===== src/rtl/gpu_pixel_arbiter.sv =====
// Round-robin arbiter that merges the four draw engines' pixel streams into one
// small FIFO feeding the memory controller's pixel-write port, with flush ordering.

`ifndef WIDTH_BITS
`define WIDTH_BITS 10
`endif
`ifndef HEIGHT_BITS
`define HEIGHT_BITS 9
`endif
`ifndef CHANNEL_BITS
`define CHANNEL_BITS 8
`endif

module gpu_pixel_arbiter #(
  parameter int N_REQ  = 4,
  parameter int X_BITS = `WIDTH_BITS,
  parameter int Y_BITS = `HEIGHT_BITS,
  parameter int C_BITS = `CHANNEL_BITS,
  parameter int DEPTH  = 4
) (
  input  logic                      clk,
  input  logic                      n_rst,
  input  logic [N_REQ-1:0]          req_valid_i,
  input  logic [N_REQ*X_BITS-1:0]   req_x_i,
  input  logic [N_REQ*Y_BITS-1:0]   req_y_i,
  input  logic [N_REQ*3*C_BITS-1:0] req_rgb_i,
  output logic [N_REQ-1:0]          req_ready_o,
  output logic                      pix_valid_o,
  output logic [X_BITS-1:0]         pix_x_o,
  output logic [Y_BITS-1:0]         pix_y_o,
  output logic [3*C_BITS-1:0]       pix_rgb_o,
  input  logic                      mem_ready_i,
  input  logic                      flush_req_i,
  output logic                      flush_o,
  output logic                      busy_o,
  output logic [1:0]                dbg_state_o
);

  // Handshakes: a transfer happens on a rising edge where valid and ready are
  // both high; ready never depends on the same port's data, valid never waits on ready.

  localparam int PTR_W = (DEPTH > 1) ? $clog2(DEPTH) : 1;
  localparam int CNT_W = PTR_W + 1;
  localparam int IDX_W = (N_REQ > 1) ? $clog2(N_REQ) : 1;
  localparam int PIX_W = X_BITS + Y_BITS + 3 * C_BITS;
  localparam logic [CNT_W-1:0] FULL_CNT = CNT_W'(DEPTH);

  typedef enum logic [1:0] {
    IDLE  = 2'd0,
    DRAIN = 2'd1,
    PULSE = 2'd2
  } flush_state_e;

  flush_state_e      state_q, state_d;
  logic [IDX_W-1:0]  rr_q, rr_d;
  logic [PTR_W-1:0]  wr_ptr_q, rd_ptr_q;
  logic [CNT_W-1:0]  count_q, count_d;
  logic              busy_q;
  logic [PIX_W-1:0]  mem_q [DEPTH];

  logic              grant_ok;
  logic              gnt_found;
  logic [IDX_W-1:0]  gnt_idx;
  logic [IDX_W-1:0]  cand;
  logic              push;
  logic              pop;
  logic [PIX_W-1:0]  push_data;

  // Reset gates the grant so no engine sees ready while the block is held in reset.
  assign grant_ok = n_rst && (count_q != FULL_CNT) && (state_q == IDLE);

  always_comb begin
    gnt_found = 1'b0;
    gnt_idx   = '0;
    cand      = '0;
    for (int off = 0; off < N_REQ; off++) begin
      cand = IDX_W'((int'(rr_q) + off) % N_REQ);
      if (!gnt_found && req_valid_i[cand]) begin
        gnt_found = 1'b1;
        gnt_idx   = cand;
      end
    end
  end

  assign push = grant_ok && gnt_found;
  assign pop  = (count_q != '0) && mem_ready_i;

  always_comb begin
    req_ready_o = '0;
    if (push) begin
      req_ready_o[gnt_idx] = 1'b1;
    end
  end

  assign push_data = {req_x_i[int'(gnt_idx)*X_BITS +: X_BITS],
                      req_y_i[int'(gnt_idx)*Y_BITS +: Y_BITS],
                      req_rgb_i[int'(gnt_idx)*3*C_BITS +: 3*C_BITS]};

  always_comb begin
    rr_d = rr_q;
    if (push) begin
      rr_d = (gnt_idx == IDX_W'(N_REQ - 1)) ? '0 : gnt_idx + 1'b1;
    end
  end

  always_comb begin
    count_d = count_q;
    case ({push, pop})
      2'b10:   count_d = count_q + 1'b1;
      2'b01:   count_d = count_q - 1'b1;
      default: count_d = count_q;
    endcase
  end

  always_ff @(posedge clk or negedge n_rst) begin
    if (!n_rst) begin
      rr_q     <= '0;
      wr_ptr_q <= '0;
      rd_ptr_q <= '0;
      count_q  <= '0;
      for (int i = 0; i < DEPTH; i++) begin
        mem_q[i] <= '0;
      end
    end else begin
      rr_q    <= rr_d;
      count_q <= count_d;
      if (push) begin
        mem_q[wr_ptr_q] <= push_data;
        wr_ptr_q        <= wr_ptr_q + 1'b1;
      end
      if (pop) begin
        rd_ptr_q <= rd_ptr_q + 1'b1;
      end
    end
  end

  assign pix_valid_o = (count_q != '0);
  assign {pix_x_o, pix_y_o, pix_rgb_o} = mem_q[rd_ptr_q];

  // Flush waits in DRAIN until every accepted pixel has left the FIFO.
  always_comb begin
    state_d = state_q;
    flush_o = 1'b0;
    case (state_q)
      IDLE: begin
        if (flush_req_i) begin
          state_d = DRAIN;
        end
      end
      DRAIN: begin
        if (count_q == '0) begin
          state_d = PULSE;
        end
      end
      PULSE: begin
        flush_o = 1'b1;
        state_d = IDLE;
      end
      default: state_d = IDLE;
    endcase
  end

  always_ff @(posedge clk or negedge n_rst) begin
    if (!n_rst) begin
      state_q <= IDLE;
      busy_q  <= 1'b0;
    end else begin
      state_q <= state_d;
      busy_q  <= (count_d != '0) || (state_d != IDLE);
    end
  end

  assign busy_o      = busy_q;
  assign dbg_state_o = state_q;

endmodule

===== config.mk =====
export PLATFORM = sky130hd
export DESIGN_NAME = gpu_pixel_arbiter
export DESIGN_NICKNAME = d
export VERILOG_FILES = /design/src/rtl/gpu_pixel_arbiter.sv
export SDC_FILE = /design/constraint.sdc
export NUM_CORES = 1
export LEC_CHECK = 0
export CAP_MARGIN = 20
export CORE_ASPECT_RATIO = 2
export CORE_MARGIN = 2
export CORE_UTILIZATION = 30
export CTS_CLUSTER_SIZE = 12
export DETAILED_ROUTE_END_ITERATION = 6
export GPL_TIMING_DRIVEN = 1
export HOLD_SLACK_MARGIN = 0.06
export PLACE_DENSITY = 0.61
export SLEW_MARGIN = 30
export SYNTH_ARGS = -nofsm -noshare
export SYNTH_HDL_FRONTEND = slang
export SYNTH_SLANG_ARGS = --single-unit

===== constraint.sdc =====
create_clock -name clk -period 5.9 [get_ports clk]
set_clock_uncertainty 0.05 [all_clocks]
set_input_delay 0.59 -clock clk [delete_from_list [all_inputs] [get_ports clk]]
set_output_delay 0.59 -clock clk [all_outputs]
set_load 0.01 [all_outputs]

* Word-level counts from Yosys, hierarchy flattened
Cells that the tools add are included.
** Word-level totals
- Bits in registers :: 184
- Bits in latches :: 0
- Bits in writable memories :: 0
- Bits in read-only memories :: 0
- Word-level logic and storage cells :: 90
- Memories kept :: 0
** Cells by class
- Add/subtract/negate cells :: 8
- $mul :: 3
- Div/mod/pow operators :: 0
- Order comparisons :: 9
- Eq/ne operators :: 6
- Shift-type cells :: 3
- Multiplexer cells :: 31
- Bitwise operators :: 2
- Reduce and logical (&&, ||, !) cells :: 18
** Operators with widths (number)
- $bwmux W172 :: 1
- $mux W43 :: 3
- $shiftx A96 B8 Y24 :: 1
- $bmux W43 S2 :: 1
- $demux W43 S2 :: 1
- $shiftx A40 B7 Y10 :: 1
- $shiftx A36 B7 Y9 :: 1
- $lt A2 B3 Y1 const B :: 5
- $mux W2 :: 7
- $mux W1 :: 10
- $logic_and A1 B1 Y1 :: 9
- $add A2 B1 Y2 const B :: 4
- $bmux W1 S2 :: 4
- $eq A2 B2 Y1 const B :: 3
- $ge A3 B3 Y1 const B :: 2
- $mul A2 B4 Y6 const B :: 1
- $not A2 Y3 :: 2
- $pmux W3 S2 :: 1
- $reduce_bool A3 Y1 :: 2
- $mul A2 B3 Y5 const B :: 1
- $add A2 B2 Y2 const B :: 2
- $eq A2 B1 Y1 const B :: 2
- $mul A2 B2 Y4 const B :: 1
- $mux W4 :: 1
- 12 further kinds :: 14

* Logic depth before layout (Yosys ltp)
- Word-level depth :: 17
- Depth in mapped cells :: 12

* Worst setup path after synthesis
Ideal clock, no wire load.
- Path type :: input-to-reg
- Start :: in req_valid_i[0]
- End :: reg busy_q (netlist: busy_o)
- Setup time :: 0.135 ns
- Arrival time :: 2.747 ns
- Data required time :: 5.715 ns
- Slack :: 2.968 ns
- Stages on the path :: 12
- Path buffers :: 1
- Cells stage by stage :: or4_1 and4b_1 buf_2 inv_1 ha_1 inv_1 fa_1 xor2_1 nor2_1 xor2_1 nor4_1 o21ai_0
** Between the ends
- Longest elaborated chain between the ends :: 17
** RTL lines
- from (decl) :: RTL line 23 : input logic [N_REQ-1:0] req_valid_i,
- $bmux W1 S2 :: RTL line 78 : if (!gnt_found && req_valid_i[cand]) begin
- $mux W1 (implied by the code) :: RTL line 78
- $mux W1 :: RTL line 78
- $logic_not A1 Y1 :: RTL line 78
- $logic_and A1 B1 Y1 :: RTL line 78
- $mux W1 :: RTL line 78
- $logic_not A1 Y1 :: RTL line 78
- $logic_and A1 B1 Y1 :: RTL line 78
- (+2 left out)
- $logic_and A1 B1 Y1 :: RTL line 78
- $mux W1 * :: RTL line 78
- $logic_and A1 B1 Y1 * :: RTL line 85 : assign push = grant_ok && gnt_found;
- $eq A2 B1 Y1 / $eq A2 B2 Y1 (equally long branches) :: RTL line 108 : case ({push, pop})
- $pmux W3 S2 * :: RTL line 108
- net count_d[2] :: RTL line 57 : logic [CNT_W-1:0] count_q, count_d;
- $reduce_bool A3 Y1 * :: RTL line 169 : busy_q <= (count_d != '0) || (state_d != IDLE);
- $logic_or A1 B1 Y1 * :: RTL line 169
- to (signal assigned) :: RTL line 169
- to (decl) :: RTL line 58 : logic busy_q;
The timed path passes the listed nets; every way through them passes the cells marked *. The select of a mux whose other input is x is not followed.
A chain may end at the register's enable or synchronous reset.

* Worst setup path after layout
- Start :: in req_valid_i[2]
- End :: out req_ready_o[3]
** Between the ends
- Longest elaborated chain between the ends :: 17
** RTL lines
- $bmux W1 S2 :: RTL line 78
- $mux W1 (implied by the code) :: RTL line 78
- $mux W1 :: RTL line 78
- $logic_not A1 Y1 :: RTL line 78
- $logic_and A1 B1 Y1 :: RTL line 78
- $mux W1 :: RTL line 78
- $logic_not A1 Y1 :: RTL line 78
- $logic_and A1 B1 Y1 :: RTL line 78
- $mux W1 :: RTL line 78
- $logic_not A1 Y1 :: RTL line 78
- $logic_and A1 B1 Y1 :: RTL line 78
- $mux W2 :: RTL line 78
- $lt A2 B3 Y1 (implied by the code) / $ge A2 B1 Y1 (equally long branches) :: RTL line 91 : req_ready_o[gnt_idx] = 1'b1;
- $logic_and A1 B1 Y1 (implied by the code) :: RTL line 91
- $mux W1 (implied by the code) :: RTL line 91
- $demux W1 S2 :: RTL line 91
- $mux W4 * :: RTL line 90 : if (push) begin
- to (decl) :: RTL line 27 : output logic [N_REQ-1:0] req_ready_o,
Every way passes the cells marked *; elsewhere a longest branch is shown, timed or not. The select of a mux whose other input is x is not followed.

==> flow_summary.yaml <==
run_status:
  status: "finished, final reports clean"
yosys:
  ys_seq_area_share_pct: 47.2
  avgSynthCellArea_um2: 12.2
  synth.distinct_cells: 37
  synth_xor_area_share_pct: 0.539
  synth_fp_nets: 990
  synth_top_family_by_area: "multiplexers"
  yosysWarningCount: 0
  muxShareOfSynthArea_pct: 19.5
  syn_area_mm2: 0.00975
  yosys_register_bits: 184
  synth_compound_area_share_pct: 16.9
  synthAdderAreaFrac_pct: 1.36
  synth-simple-area-share_pct: 9.22
  postSynthCellCount: 800
global_routing:
  first_global_vias: 8591
  antenna_found_initial: 0
  grt_first_pass_wirelength_um: 50600
  grt_max_degree: 87
  grt-ovfl-total: 0
  grt.total_usage_pct: 19.4
sta:
  relSlewSlack_pct: 45.7
  setup_viol: 0
  fmax_mhz: 278
  fin_setup_tns_ns: 0
  drv_slew: 0
  finalHoldViolCount: 0
  max_slew.worst_pin.slew_ns: 0.815
  fin_crit_ns: 3.60
  grt_setup_unrepaired: "false"
  finalCritPeriodShare_pct: 61.1
floorplan:
  core_mm2: 0.0321
  die_h_um: 259
  io_pins: 232
  start_util_pct: 30.4
  die-area_mm2: 0.0341
  die_x_um: 132
  rows: 93
setup_path:
  path_buf_inv: 3
  crit_family: "buffers and inverters"
  worst_path_most_repeated_cell: "clkdlybuf4s50_1"
  cp_data_required_time_ns: 5.26
  crit_fanout: 7
  cp.arrival_ns: 2.96
  path_cells: "clkdlybuf4s50_1 -> nor2b_1 -> a21oi_1 -> o221ai_2 -> inv_4 -> ha_1 -> and2_1 -> clkdlybuf4s50_1"
  critPathSlowestCell: "o221ai_2"
  start_kind: "input port"
  worstSetupEndpointType: "output pin"
  crit_type: "in2out"
  cpPeakStageDelay_ns: 0.50
routing:
  wl_per_cell_um: 22.9
  viasPerCell: 5.66
  num_vias: 8118
  wirelength_um: 32900
  drc: 0
  antenna_left: 0
  drtPass1Iterations: 5
  drtIter0Drc: 532
placement:
  dpl.cell_count: 1402
  postPlaceCellArea_mm2: 0.0123
  port_buffers: 231
  gp_congestion: 0.774
  hpwl_um: 21600
run:
  cap_violations: 0
power:
  seqPwrFrac_pct: 34.4
  p_per_area_mw_per_mm2: 498
  intPower_w: 0.00405
  switching_power_w: 0.00236
  p_comb_share_pct: 48.1
  vdd_ir_drop_max_v: 0.000227
  clockPowerShare_pct: 17.5
  p_leak_nw: 5.46
  swShare_pct: 36.8
min_path:
  worstHoldPathType: "reg2reg"
clock_network:
  post_cts_buffers: 0
  clock-sinks: 184
  cts_max_level: 4
  clk_latency_ns: 0.45
  clk_pin_slew_worst_paths_ns: 0.06
  clock_path_buffers: 2
  cts_root_buf: "clkbuf_16"
  cts_buffers: 17
  cts.hold.buffers_added: 1
  tritoncts: "built"
  cts_resized: 0
layout:
  num_antenna_cells: 0
  nets: 1186
  drive_above_1_share_pct: 13.2
  layout_common_cells: "230 x clkdlybuf4s50_1, 182 x dfrtp_1, 177 x nand2_1, 162 x o221ai_1, 71 x mux2i_1"
  fin_cells: 1435
  syn_to_final_growth_pct: 32.0
  fillers: 3108
  final_common_cell: "clkdlybuf4s50_1"
  design_area_mm2: 0.0129
-- logic make-up after synthesis --
logic type	after synthesis
multiplexers	130
XOR/XNOR	6
adder cells (fa/ha/maj)	10
buffers and inverters	80
flip-flops	184
AND/OR/NAND/NOR	207
AO/OA/AOI/OAI	183
-- flip-flops by register name, summed over array words and instances (netlist names) --
signal	count
rd_ptr_q	2
rr_q	2
mem_q	172
dbg_state_o	2
count_q	3
wr_ptr_q	2
busy_o	1
-- cell usage after synthesis --
| cell type | count | share of area, % |
|---|---|---|
| a21boi_1 | 1 | 0.077 |
| a21oi_1 | 1 | 0.051 |
| and2_1 | 5 | 0.32 |
| and4b_1 | 1 | 0.10 |
| buf_1 | 1 | 0.038 |
| buf_2 | 32 | 1.6 |
| buf_4 | 21 | 1.6 |
| buf_6 | 10 | 1.2 |
| buf_8 | 2 | 0.31 |
| clkbuf_1 | 4 | 0.15 |
| dfrtp_1 | 184 | 47 |
| fa_1 | 1 | 0.21 |
| ha_1 | 9 | 1.2 |
| inv_1 | 9 | 0.35 |
| inv_4 | 1 | 0.064 |
| mux2i_1 | 71 | 7.3 |
| mux2i_2 | 16 | 2.3 |
| mux4_2 | 43 | 9.9 |
| nand2_1 | 177 | 6.8 |
| nand2_2 | 2 | 0.13 |
| nand2_4 | 2 | 0.23 |
| nand3_2 | 7 | 0.72 |
| nand3_4 | 1 | 0.18 |
| nor2_1 | 3 | 0.12 |
| nor2b_1 | 4 | 0.26 |
| nor3b_1 | 2 | 0.15 |
| nor4_1 | 1 | 0.064 |
| o21ai_0 | 5 | 0.26 |
| o21ai_1 | 1 | 0.051 |
| o221ai_1 | 162 | 15 |
| o221ai_2 | 11 | 1.7 |
| o31ai_1 | 1 | 0.077 |
| o31ai_2 | 1 | 0.13 |
| or3_1 | 1 | 0.064 |
| or4_1 | 1 | 0.077 |
| xnor2_1 | 3 | 0.27 |
| xor2_1 | 3 | 0.27 |
-- stage by stage --
step,hold slack (ns),total power [W],setup slack [ns],util (%)
4_1_cts,0.438,0.00647,1.96,40.0
6_report,0.434,0.00641,2.30,40.1
3_3_place_gp,0.412,0.00525,2.03,38.1
3_5_place_dp,0.421,0.00533,2.01,38.2
2_1_floorplan,0.244,0.00408,2.97,-
5_1_grt,0.448,0.00680,2.13,40.1
-- power groups by stage --
stage / logic, W / clock network, W / registers, W
global route: 0.00333 / 0.00119 / 0.00227
CTS: 0.00313 / 0.00114 / 0.00220
global placement: 0.00300 / 0 / 0.00225
finish: 0.00309 / 0.00112 / 0.00220
detailed placement: 0.00311 / 0 / 0.00222
floorplan: 0.00202 / 0 / 0.00206
-- worst paths after layout --
| path | from | to | slack [ns] | depth (start not counted) |
|---|---|---|---|---|
| setup / recovery | req_valid_i[2] | req_ready_o[3] | 2.30 | 8 |
| hold / removal | mem_q[91] | mem_q[91] | 0.43 | 2 |
| setup reg to reg | rr_q[0] | mem_q[103] | 3.11 | 6 |
| hold reg to reg | mem_q[91] | mem_q[91] | 0.43 | 2 |
| max in group asynchronous | n_rst | mem_q[29] | 3.80 | 4 |
| min in group asynchronous | n_rst | dbg_state_o[0] | 0.59 | 2 |
-- worst reg2reg max path, stage by stage (launching register included) --
cell and delay (ns):
dfrtp_1 0.42, nor2b_1 0.26, a21oi_1 0.10, o221ai_2 0.50
nand3_2 0.65, buf_4 0.49, o221ai_1 0.23
-- layout make-up --
class	count	area (um^2)	area share (%)
Clock buffer	23	498	3.87
Clock inverter	8	70.1	0.544
Inverter	10	40.0	0.311
Multi-Input combinational cell	536	4640	36.0
Sequential cell	184	4610	35.8
Tap cell	427	534	4.15
Timing Repair Buffer	247	2480	19.3
-- metal layers --
metal	up-vias	track usage, %	share of wire, %
met5	-	0	0
li1	3510	-	-
met4	0	10.2	4.1
met1	4184	20.5	35
met3	72	2.93	4.7
met2	352	36.8	56
Note: power is estimated with default switching activity, not from simulation.
